==> src/rtl/fsm_arb_pkg.sv <==
// Shared types and helpers for the fsm_share_arbiter slice: state encoding,
// default hold limit and the rotating first-set search used by rr_pick.
package fsm_arb_pkg;

    localparam int MAX_REQ          = 8;
    localparam int DEFAULT_MAX_HOLD = 8;

    typedef enum logic [1:0] {
        IDLE = 2'd0,
        HOLD = 2'd1,
        GAP  = 2'd2
    } arb_state_e;

    typedef struct packed {
        logic       found;
        logic [2:0] idx;
    } pick_t;

    // First set bit of req[n-1:0] scanning ptr+1, ptr+2, ... modulo n.
    function automatic pick_t rr_search(input logic [MAX_REQ-1:0] req,
                                        input logic [2:0]         ptr,
                                        input int                 n);
        pick_t res;
        int    cand;
        res.found = 1'b0;
        res.idx   = 3'd0;
        for (int k = 1; k <= MAX_REQ; k++) begin
            cand = (int'(ptr) + k) % n;
            if ((k <= n) && !res.found && req[cand]) begin
                res.found = 1'b1;
                res.idx   = cand[2:0];
            end else begin
                res = res;
            end
        end
        return res;
    endfunction

endpackage

==> src/rtl/fsm_share_arbiter_rr_pick.sv <==
// Combinational rotating-priority picker: returns the first requester after
// ptr (wrapping) and whether any requester was found.
module rr_pick
    import fsm_arb_pkg::*;
#(
    parameter int N_REQ = 4,
    parameter int ID_W  = 2
) (
    input  logic [N_REQ-1:0] req,
    input  logic [ID_W-1:0]  ptr,
    output logic [ID_W-1:0]  winner,
    output logic             found
);

    logic [MAX_REQ-1:0] req_ext_s;
    logic [2:0]         ptr_ext_s;
    pick_t              pick_s;
    logic               pick_unused_s;

    // Widen the request vector and pointer to the package search width.
    always_comb begin
        req_ext_s              = {MAX_REQ{1'b0}};
        req_ext_s[N_REQ-1:0]   = req;
        ptr_ext_s              = 3'd0;
        ptr_ext_s[ID_W-1:0]    = ptr;
    end

    // Run the search and narrow the winner back to the id width.
    always_comb begin
        pick_s        = rr_search(req_ext_s, ptr_ext_s, N_REQ);
        winner        = pick_s.idx[ID_W-1:0];
        found         = pick_s.found;
        pick_unused_s = ^pick_s.idx;
    end

endmodule

==> src/rtl/fsm_share_arbiter.sv <==
// Round-robin arbiter sharing one fsm core among N_REQ requesters.
// Optional build macro FSM_ARB_PRIO_EN makes req[0] a high-priority requester.
module fsm_share_arbiter
    import fsm_arb_pkg::*;
#(
    parameter int N_REQ    = 4,
    parameter int MAX_HOLD = DEFAULT_MAX_HOLD,
    parameter int ID_W     = $clog2(N_REQ)
) (
    input  logic             clk,
    input  logic             rst,
    input  logic [N_REQ-1:0] req,
    input  logic [N_REQ-1:0] done,
    input  logic [N_REQ-1:0] a_in,
    input  logic [N_REQ-1:0] b_in,
    input  logic             core_y0,
    input  logic             core_y1,
    output logic             core_a,
    output logic             core_b,
    output logic [N_REQ-1:0] gnt,
    output logic [ID_W-1:0]  gnt_id,
    output logic             busy,
    output logic [N_REQ-1:0] y0_out,
    output logic [N_REQ-1:0] y1_out,
    output logic             timeout
);

    localparam int               CNT_W        = $clog2(MAX_HOLD);
    localparam logic [CNT_W-1:0] HOLD_LAST    = CNT_W'(MAX_HOLD - 1);
    localparam logic [CNT_W-1:0] CNT_ONE      = CNT_W'(1'b1);
    localparam logic [N_REQ-1:0] ONE_HOT_BASE = N_REQ'(1'b1);
    localparam logic [ID_W-1:0]  PTR_RESET    = ID_W'(N_REQ - 1);

    arb_state_e        state_r, state_s;
    logic [N_REQ-1:0]  gnt_r, gnt_s;
    logic [ID_W-1:0]   gnt_id_r, gnt_id_s;
    logic              busy_r, busy_s;
    logic [CNT_W-1:0]  hold_cnt_r, hold_cnt_s;
    logic [ID_W-1:0]   ptr_r, ptr_s;
    logic              timeout_s;
    logic              core_a_s, core_b_s;
    logic [ID_W-1:0]   win_s;
    logic              found_s;
    logic              prio_hit_s;
    logic              own_req_s, own_done_s, at_limit_s;

    rr_pick #(
        .N_REQ (N_REQ),
        .ID_W  (ID_W)
    ) u_rr_pick (
        .req    (req),
        .ptr    (ptr_r),
        .winner (win_s),
        .found  (found_s)
    );

    // Priority override for requester 0 when the option is built in.
    always_comb begin
`ifdef FSM_ARB_PRIO_EN
        prio_hit_s = req[0];
`else
        prio_hit_s = 1'b0;
`endif
    end

    // Release conditions seen only through the currently granted index.
    always_comb begin
        own_req_s  = req[gnt_id_r];
        own_done_s = done[gnt_id_r];
        at_limit_s = (hold_cnt_r == HOLD_LAST);
    end

    // Next-state, next-grant and core-side outputs.
    always_comb begin
        state_s    = state_r;
        gnt_s      = gnt_r;
        gnt_id_s   = gnt_id_r;
        busy_s     = busy_r;
        hold_cnt_s = hold_cnt_r;
        ptr_s      = ptr_r;
        timeout_s  = 1'b0;
        core_a_s   = 1'b0;
        core_b_s   = 1'b0;
        case (state_r)
            IDLE: begin
                if (prio_hit_s) begin
                    // Priority grants leave the fairness pointer untouched.
                    state_s    = HOLD;
                    gnt_s      = ONE_HOT_BASE;
                    gnt_id_s   = {ID_W{1'b0}};
                    busy_s     = 1'b1;
                    hold_cnt_s = {CNT_W{1'b0}};
                end else if (found_s) begin
                    state_s    = HOLD;
                    gnt_s      = ONE_HOT_BASE << win_s;
                    gnt_id_s   = win_s;
                    busy_s     = 1'b1;
                    hold_cnt_s = {CNT_W{1'b0}};
                    ptr_s      = win_s;
                end else begin
                    state_s    = IDLE;
                end
            end
            HOLD: begin
                core_a_s = a_in[gnt_id_r];
                core_b_s = b_in[gnt_id_r];
                if (own_done_s || !own_req_s || at_limit_s) begin
                    state_s    = GAP;
                    gnt_s      = {N_REQ{1'b0}};
                    busy_s     = 1'b0;
                    hold_cnt_s = {CNT_W{1'b0}};
                    timeout_s  = at_limit_s && own_req_s && !own_done_s;
                end else begin
                    hold_cnt_s = hold_cnt_r + CNT_ONE;
                end
            end
            GAP: begin
                state_s = IDLE;
                gnt_s   = {N_REQ{1'b0}};
                busy_s  = 1'b0;
            end
            default: begin
                state_s    = IDLE;
                gnt_s      = {N_REQ{1'b0}};
                busy_s     = 1'b0;
                hold_cnt_s = {CNT_W{1'b0}};
            end
        endcase
    end

    // State and grant registers.
    always_ff @(posedge clk or negedge rst) begin
        if (!rst) begin
            state_r    <= IDLE;
            gnt_r      <= {N_REQ{1'b0}};
            gnt_id_r   <= {ID_W{1'b0}};
            busy_r     <= 1'b0;
            hold_cnt_r <= {CNT_W{1'b0}};
            ptr_r      <= PTR_RESET;
        end else begin
            state_r    <= state_s;
            gnt_r      <= gnt_s;
            gnt_id_r   <= gnt_id_s;
            busy_r     <= busy_s;
            hold_cnt_r <= hold_cnt_s;
            ptr_r      <= ptr_s;
        end
    end

    // Core results are steered to the granted requester only.
    always_comb begin
        if (state_r == HOLD) begin
            y0_out = gnt_r & {N_REQ{core_y0}};
            y1_out = gnt_r & {N_REQ{core_y1}};
        end else begin
            y0_out = {N_REQ{1'b0}};
            y1_out = {N_REQ{1'b0}};
        end
    end

    assign gnt     = gnt_r;
    assign gnt_id  = gnt_id_r;
    assign busy    = busy_r;
    assign core_a  = core_a_s;
    assign core_b  = core_b_s;
    assign timeout = timeout_s;

endmodule
==> config.mk <==
export PLATFORM = sky130hd
export DESIGN_NAME = fsm_share_arbiter
export DESIGN_NICKNAME = d
export VERILOG_FILES = /design/src/rtl/fsm_arb_pkg.sv /design/src/rtl/fsm_share_arbiter_rr_pick.sv /design/src/rtl/fsm_share_arbiter.sv
export SDC_FILE = /design/constraint.sdc
export NUM_CORES = 1
export LEC_CHECK = 0
export ABC_AREA = 1
export CAP_MARGIN = 15
export CORE_MARGIN = 8
export CORE_UTILIZATION = 40
export DETAILED_ROUTE_END_ITERATION = 12
export PLACE_DENSITY_LB_ADDON = 0.08
export SLEW_MARGIN = 20
export SYNTH_ARGS = -nofsm -noshare
export SYNTH_HDL_FRONTEND = slang
export SYNTH_SLANG_ARGS = --single-unit
==> constraint.sdc <==
create_clock -name clk -period 1.6 [get_ports clk]
set_input_delay 0.32 -clock clk [delete_from_list [all_inputs] [get_ports clk]]
set_output_delay 0.32 -clock clk [all_outputs]
set_load 0.05 [all_outputs]
==> flow_summary.toml, run 1 <==
[sta]
rsz0062_at_grt = "true"
fin_crit_ps = 1764
setup_viol = 24
relSlewSlack_pct = 63.93
tightest_slew_ps = 539.1
fmax_ghz = 0.5668
finalClockSkew_ps = 4.671
hold_viol = 0
setup_slack_ps = -164.4
finalMaxSlewViolations = 0
fin_crit_sh_pct = 110.3

[synthesis]
synth_top_cell_by_area = "dfrtp_1"
ys_async_sr_fraction_pct = 100.0
synth_area_mm2 = 0.001065
synth_most_common_cell = "nand2_1"
ys_types = 25
ys_seq_area_share_pct = 33.14
synthTopCellsByCount = "nand2_1 (46), nor2_1 (21), inv_1 (17), nand2_2 (13), dfrtp_1 (12)"
syn-num-nets = 180
yosys_register_bits = 14
synth_edf_count = 0
syn-instance-count = 158
synthFlopType = "dfrtp_1"
synthTopCellsByArea = "dfrtp_1 (28%), nand2_1 (16%), nand2_2 (7.6%), nor2_1 (7.4%), inv_1 (6.0%)"
synth_warnings = 0
synth_top_area_share_pct = 28.20
syn_area_per_cell_um2 = 6.739

[setup_path]
crit_family = "simple AND/OR/NAND/NOR gates"
startpoint_type = "register"
max_stage_delay_ps = 640
ff2ff_path_depth = 9
crit_type = "reg2reg"
worst_ep_arrival_time_ps = 1960
critical_path_buf_inv_count = 1
cpMaxStageDelayCell = "dfstp_2"
worst_setup_path_end_kind = "register"
reg2reg_from = "ptr_r[0]"
crit_path_max_fanout = 5
worstPathCellList = "buf_6 -> nand2_2 -> nand2_4 -> nand2_2 -> nand2_4 -> nor2_8 -> nand3_4 -> nand4_1 -> o21ai_1"
worst_ep_required_time_ps = 1800
r2r_setup_slack_ps = -160
r2r-end = "gnt[0]"

[placement]
placed_area_mm2 = 0.001752
io_buffers = 37
place.gp.congestion = 0.8084
hpwlAfterDp_um = 2367
dp_cells = 234
pre_cts_ws_ps = -284.6

[power_and_ir_drop]
p_leak_nw = 0.9931
ir_worst_vdd_uv = 1919
p_per_area_mw_per_mm2 = 2092
power_w = 0.004615

[grt]
grtUsageTotal_pct = 15.65
grt_max_degree = 15
grt-ovfl-total = 0
antenna_found_initial = 0
first_global_vias = 1324
grt_first_pass_wirelength_um = 5637

[run]
drv_cap = 0

[floorplan]
ioPinCount = 38
die_y_um = 67.60
die-area_mm2 = 0.004569
chipWidth_um = 67.60
core_area_mm2 = 0.002500
std_cell_rows = 18
start_util_pct = 42.59

[clock_tree]
clkSinkCount = 14
cts_tree = "built"
cts_hold_buf = 0
clock_latency_ps = 280
cts_made_buffers = 3
clk_pin_slew_ps = 90
clockRootBuffer = "clkbuf_4"
cts.path.max_buffers = 2
htree_levels = 1

[cells_and_area]
antenna_cells = 0
multi_input_area_um2 = 929.6
drive_gt1_share_pct = 58.18
fin_area_mm2 = 0.002206
final_cells = 250
fill_cells = 118
register_area_um2 = 355.3
final_nets = 243
syn2layout_area_growth_pct = 107.2

[route]
drt_wl_total_um = 4158
drc = 0
wl_per_cell_um = 16.63
routed_via_density = 5.236
ant_nets = 0
via_count = 1309
first_iter_violations = 49
drtPass1Iterations = 4

[outcome]
violations = "setup timing"
status = "complete, but fails checks"

[hold_path]
min_path_type = "in2async"
registers in the layout, summed over array words and instances (netlist names):
| register | count |
|---|---|
| state_r | 2 |
| ptr_r | 2 |
| gnt | 4 |
| busy | 1 |
| hold_cnt_r | 3 |
| gnt_id | 2 |
worst max-delay path by stage:
| stage | startpoint | to | slack, ps | cells past startpoint |
|---|---|---|---|---|
| 2_1_floorplan | state_r[1] | y0_out[0] | -180 | 5 |
| 3_3_place_gp | req[0] | timeout | -240 | 8 |
| 3_5_place_dp | req[3] | gnt_id[0] | -280 | 12 |
| 4_1_cts | gnt_id[0] | timeout | -140 | 6 |
| 5_1_grt | ptr_r[0] | gnt[0] | -250 | 9 |
| 6_report | ptr_r[0] | gnt[0] | -160 | 9 |
logic make-up (layout without fill, tap and decap cells):
family / after synthesis / count (layout) / synth area share (%)
and+or+nand+nor: 99 / 99 / 45.36
AOI/OAI and AO/OA: 18 / 18 / 9.284
adders and majority gates: 2 / 2 / 2.350
buffers and inverters: 25 / 87 / 9.871
DFF: 14 / 14 / 33.14
worst register-to-register path: stages, from the launching register on:
cell	delay, ps
dfstp_2	640
buf_6	150
nand2_2	80
nand2_4	110
nand2_2	80
nand2_4	90
nor2_8	60
nand3_4	110
nand4_1	140
o21ai_1	220
metal layers:
layer	GRT usage (%)	up-vias	part of all wire, %
li1	-	620	-
met1	16.46	621	41
met2	29.35	54	52
met3	3.146	14	4.1
met4	6.527	0	3.1
met5	0	-	0
cells in the final DEF, fill, tap and decap left out, types with 3 or more instances in the layout:
master           instances
buf_4                   17
inv_4                    4
dlygate4sd2_1            4
o21ai_2                  4
nand3_1                  4
buf_12                  18
nor2_1                  10
buf_6                    6
nor2_4                  11
nand2_4                 12
o21ai_1                 10
clkdlybuf4s50_1         15
nand2_2                 23
inv_2                    5
clkbuf_4                 3
nand3_2                  6
inv_1                   12
dfrtp_1                 10
nand2_1                 24
per-stage QoR:
stage / hold slack, ps / utilization, % / setup TNS, ps
final: 333.2 / 88.24 / -2351
after global routing: 349.0 / 88.24 / -3777
after CTS: 343.4 / 81.23 / -717.4
after detailed placement: 476.3 / 70.07 / -3395
after global placement: 462.5 / 70.07 / -2880
after floorplan: 24.41 / - / -1534
what timing repair did:
item,4_1_cts,5_1_grt
setup endpoints to repair,21,24
setup buffers,7,5
resized for setup,66,32
pin swaps,27,33
report_power, final:
part | internal (W) | leakage, nW | switching, W
logic | 0.00147 | 0.796 | 0.00218
registers | 0.000510 | 0.176 | 0.000194
clock network | 0.000139 | 0.0210 | 0.000120
total | 0.00212 | 0.993 | 0.00249
cell type report:
type	instances	share of cell area, %
sequential	14	16.11
multi-input combinational	119	42.14
timing repair buffer	60	33.58
clock buffer	4	1.645
tap	30	1.702
inverter	23	4.821
Note: power is estimated with default switching activity, not from simulation.
==> run 2, diff against run 1 <==
Settings changed: CORE_MARGIN 8 to 2, SETUP_SLACK_MARGIN from default to 0.5.
==> run 2 against run 1 <==
- the run still ends with setup timing left
- clock-buffer cell count unchanged
- utilization grew 0.10 points
- design area increased by 0.11%
- critical path depth down 2
- critical endpoint is now timeout
==> flow_summary.toml, run 2 (synthesis results as in run 1) <==
[cells_and_area]
final_cells = 252
fin_area_mm2 = 0.002208
fill_cells = 122
layout_commonest_cell = "nand2_1"
syn2layout_area_growth_pct = 107.4
final_core_util_pct = 88.34
largest_reg_flops = 4
antenna_cells = 0
final_nets = 245
drive_gt1_share_pct = 61.26
final_cell_mix = "nand2_1 (25), nand2_2 (23), buf_4 (20), buf_12 (16), clkdlybuf4s50_1 (14)"
multi_input_area_um2 = 928.4
register_area_um2 = 361.6

[grt]
grt_max_degree = 15
grt_first_pass_wirelength_um = 5589
first_global_vias = 1320
grt-ovfl-total = 0
grtUsageTotal_pct = 22.22
antenna_found_initial = 0

[clock_tree]
htree_levels = 1
clk_pin_slew_ps = 90
cts_hold_buf = 0
cts_made_buffers = 3
clkSinkCount = 14
clockRootBuffer = "clkbuf_4"
clock_latency_ps = 290
cts.path.max_buffers = 2
cts_tree = "built"

[setup_path]
worst_ep_required_time_ps = 1280
worst_setup_path_end_kind = "output port"
reg2reg_from = "ptr_r[0]"
r2r-end = "gnt_id[1]"
r2r_setup_slack_ps = -180
crit_type = "reg2out"
ff2ff_path_depth = 12
crit_path_max_fanout = 4
worst_ep_arrival_time_ps = 1580
startpoint_type = "register"

[power_and_ir_drop]
ir_worst_vdd_uv = 1702
power_w = 0.004620
seqPwrFrac_pct = 14.5
p_per_area_mw_per_mm2 = 2092
power_frac_clock_pct = 4.6
p_sw_w = 0.002497
p_leak_nw = 1.001
internal_power_w = 0.002122
switching_share_pct = 54.06
p_comb_share_pct = 80.9

[route]
drtPass1Iterations = 4
routed_via_density = 5.222
drt_wl_total_um = 4045
ant_nets = 0
met3WireLength_um = 178
wl_met1_um = 1526
wl_per_cell_um = 16.05
dr.max_layer_used = "met4"
drc = 0
first_iter_violations = 45
wl_met2_um = 2169
via_count = 1316

[placement]
place.gp.congestion = 0.8671
placed_area_mm2 = 0.001826
io_buffers = 37
dp_cells = 230
hpwlAfterDp_um = 2368

[sta]
fmax_ghz = 0.5261
hold_viol = 0
setup_slack_ps = -300.8
rsz0062_at_grt = "true"
fin_crit_ps = 1901
fin_crit_sh_pct = 118.8
finalClockSkew_ps = 13.39
relSlewSlack_pct = 64.73
tightest_slew_ps = 527.1
setup_viol = 24
finalMaxSlewViolations = 0

[floorplan]
die-area_mm2 = 0.003091
chipWidth_um = 55.60
ioPinCount = 38
die_y_um = 55.60
std_cell_rows = 18
start_util_pct = 42.59
core_area_mm2 = 0.002500

[run]
drv_cap = 0

[outcome]
status = "complete, but fails checks"
violations = "setup timing"

[hold_path]
min_path_type = "in2async"
==> run 2: worst max-delay path, cell delays in order, from the launching register on <==
cell	delay [ps]
dfrtp_2	420
buf_6	140
nor3_4	130
o21ai_2	80
nand2_2	110
nand2_2	90
nor2_4	170
buf_12	150
==> run 2: power groups by stage <==
| stage | logic [W] | clock network [W] | registers [W] |
|---|---|---|---|
| after floorplan | 0.00175 | 0 | 0.000807 |
| after global placement | 0.00253 | 0 | 0.000705 |
| after detailed placement | 0.00261 | 0 | 0.000711 |
| after CTS | 0.00317 | 0.000218 | 0.000643 |
| after global routing | 0.00395 | 0.000227 | 0.000682 |
| final | 0.00374 | 0.000212 | 0.000670 |
==> run 2: how the worst max path moves through the flow <==
stage | from | to | slack [ps] | cells after the start
CTS | gnt_id[0] | timeout | -150 | 7
global placement | req[3] | timeout | -260 | 8
global route | gnt_id[0] | timeout | -340 | 8
detailed placement | req[2] | gnt[1] | -320 | 12
finish | gnt_id[0] | timeout | -300 | 7
floorplan | gnt_id[0] | timeout | -50 | 7
==> run 2: final cells by class <==
cell class              count  share of cell area (%)
multi-input cells         119                   42.04
inverters                  23                   5.269
flip-flops and latches     14                   16.37
well taps                  30                   1.700
repair buffers             62                   33.43
clock buffers               4                   1.190
==> run 2: timing repair <==
item / CTS / global route
setup buffers: 12 / 6
setup endpoints to repair: 32 / 32
gates resized for setup: 37 / 34
pin swaps: 20 / 23
==> run 2: layer usage <==
metal	up-vias	track usage (%)
li1	628	-
met1	624	25.66
met2	50	39.80
met3	14	4.419
met4	0	9.059
met5	-	0
==> run 2: metrics by stage <==
step	setup TNS (ps)	setup WS (ps)	hold WS, ps
3_5_place_dp	-4179	-321.8	464.4
3_3_place_gp	-3075	-259.0	460.5
5_1_grt	-3782	-341.6	343.1
4_1_cts	-1108	-154.2	318.3
2_1_floorplan	-122.5	-53.59	24.41
6_report	-2323	-300.8	321.7
==> run 3, diff against run 2 <==
Settings changed: CORE_ASPECT_RATIO from default to 1.1.
==> run 3 against run 2 <==
- critical path type unchanged
- largest cell class unchanged
- global-route usage is 4.0 points higher
- utilization is 4.6 points higher
- largest power group unchanged
- the flow still finishes with violations (setup timing)
- die area hardly changed
- worst setup slack better by 85 ps
- cell count is 0.40% higher
- non-clock buffer count stayed put
==> flow_summary.toml, run 3 (synthesis results as in run 1) <==
[outcome]
status = "complete, but fails checks"
violations = "setup timing"

[route]
ant_nets = 0
drc = 0
routed_via_density = 5.640
first_iter_violations = 60
drt_wl_total_um = 4945
drtPass1Iterations = 4
wl_per_cell_um = 19.55
via_count = 1427

[cells_and_area]
drive_gt1_share_pct = 65.32
final_cell_mix = "nand2_4 (25), nand2_1 (22), buf_12 (18), buf_4 (18), clkdlybuf4s50_1 (13)"
antenna_cells = 0
final_cells = 253
layout_commonest_cell = "nand2_4"
largest_reg_flops = 4
syn2layout_area_growth_pct = 119.9
final_nets = 245

[setup_path]
startpoint_type = "register"
crit_family = "flip-flops"
ff2ff_path_depth = 12
critical_path_buf_inv_count = 2
cpMaxStageDelayCell = "dfrtp_2"
worst_ep_arrival_time_ps = 1500
worst_ep_required_time_ps = 1280
cpMostUsedCell = "nand2_2"
max_stage_delay_ps = 430
worstPathCellList = "buf_6 -> nand2_1 -> nor2_2 -> o21ai_1 -> nand2_2 -> nand2_2 -> nor2_4 -> buf_12"
cp.depth = 8
worst_setup_path_end_kind = "output port"
crit_type = "reg2out"
crit_path_max_fanout = 5

[sta]
relSlewSlack_pct = 62.98
finalClockSkew_ps = 4.435
whs_ps = 348.6
rsz0062_at_grt = "true"
fin_crit_ps = 1816
fmax_ghz = 0.5506
tightest_slew_ps = 553.3
setup_viol = 24
setup_slack_ps = -216.1
fin_crit_sh_pct = 113.5
hold_viol = 0
finalMaxSlewViolations = 0

[placement]
io_buffers = 37
hpwlAfterDp_um = 2386
dp_cells = 231
place.gp.congestion = 0.7620

[floorplan]
core_area_mm2 = 0.002520
start_util_pct = 42.25
ioPinCount = 38
die-area_mm2 = 0.003091
chipWidth_um = 53.19
die_y_um = 58.11
std_cell_rows = 19

[grt]
gr-usage-met3_pct = 3.866
grt_max_degree = 15
grtUsageTotal_pct = 26.27
use_met1_pct = 29.36
first_global_vias = 1345
grt_first_pass_wirelength_um = 5989
grt-ovfl-total = 0
grt.busiest_layer = "met2"
antenna_found_initial = 0
met2_usage_pct = 48.04

[clock_tree]
cts_made_buffers = 3
clockRootBuffer = "clkbuf_4"
clock_latency_ps = 280
cts_tree = "built"
clk_pin_slew_ps = 90
htree_levels = 1
cts_hold_buf = 0
cts.path.max_buffers = 2
clkSinkCount = 14

[power_and_ir_drop]
p_per_area_mw_per_mm2 = 2189
ir_worst_vdd_uv = 1936
p_leak_nw = 1.068

[hold_path]
min_path_type = "in2async"

[run]
drv_cap = 0
run 3: cell count changes in the layout (fill, tap and decap cells not counted), sizes merged:
cell,change
inv,-1
dlygate4sd2,+1
clkdlybuf4s50,-1
clkinv,+1
run 3: area by class of cell:
class	instances	area [um^2]
Clock buffer	4	26.28
Fill cell	85	178.9
Inverter	23	128.9
Multi-Input combinational cell	119	1025
Sequential cell	14	361.6
Tap cell	31	38.79
Timing Repair Buffer	62	760.7
run 3: routing by layer:
| metal | vias to the layer above | wire length, um |
|---|---|---|
| met3 | 32 | 370 |
| met5 | - | 0 |
| li1 | 627 | - |
| met2 | 100 | 2562 |
| met4 | 0 | 344 |
| met1 | 668 | 1667 |
run 3: final timing paths:
check                              start       endpoint  slack [ps]
min in group clk           hold_cnt_r[2]  hold_cnt_r[2]         510
max in group asynchronous            rst       ptr_r[0]        1000
hold / removal                       rst  hold_cnt_r[1]         350
setup reg to reg                ptr_r[0]      gnt_id[1]        -180
setup / recovery               gnt_id[0]        timeout        -220
hold reg to reg            hold_cnt_r[2]  hold_cnt_r[2]         510
run 3: per-stage QoR:
step / util [%] / instance area [um^2] / TNS, ps / setup slack, ps / total power [W]
final: 92.90 / 2341 / -2490 / -216.1 / 0.005125
after detailed placement: 73.49 / 1852 / -3648 / -320.3 / 0.003340
after floorplan: - / 1247 / -122.5 / -53.59 / 0.002559
after global placement: 73.49 / 1852 / -3050 / -260.0 / 0.003268
after global routing: 92.90 / 2341 / -3387 / -244.6 / 0.005314
after CTS: 85.30 / 2150 / -565.9 / -141.8 / 0.004284
run 3: what timing repair did:
item | in CTS | in global routing
pin swaps | 19 | 17
setup endpoints to repair | 32 | 32
buffers inserted | 14 | 4
gates resized for setup | 52 | 46
run 3: where the power goes:
group          internal, W  total [W]  switching (W)
combinational      0.00165    0.00423        0.00258
sequential        0.000515   0.000676       0.000161
clock            0.0000969   0.000214       0.000117
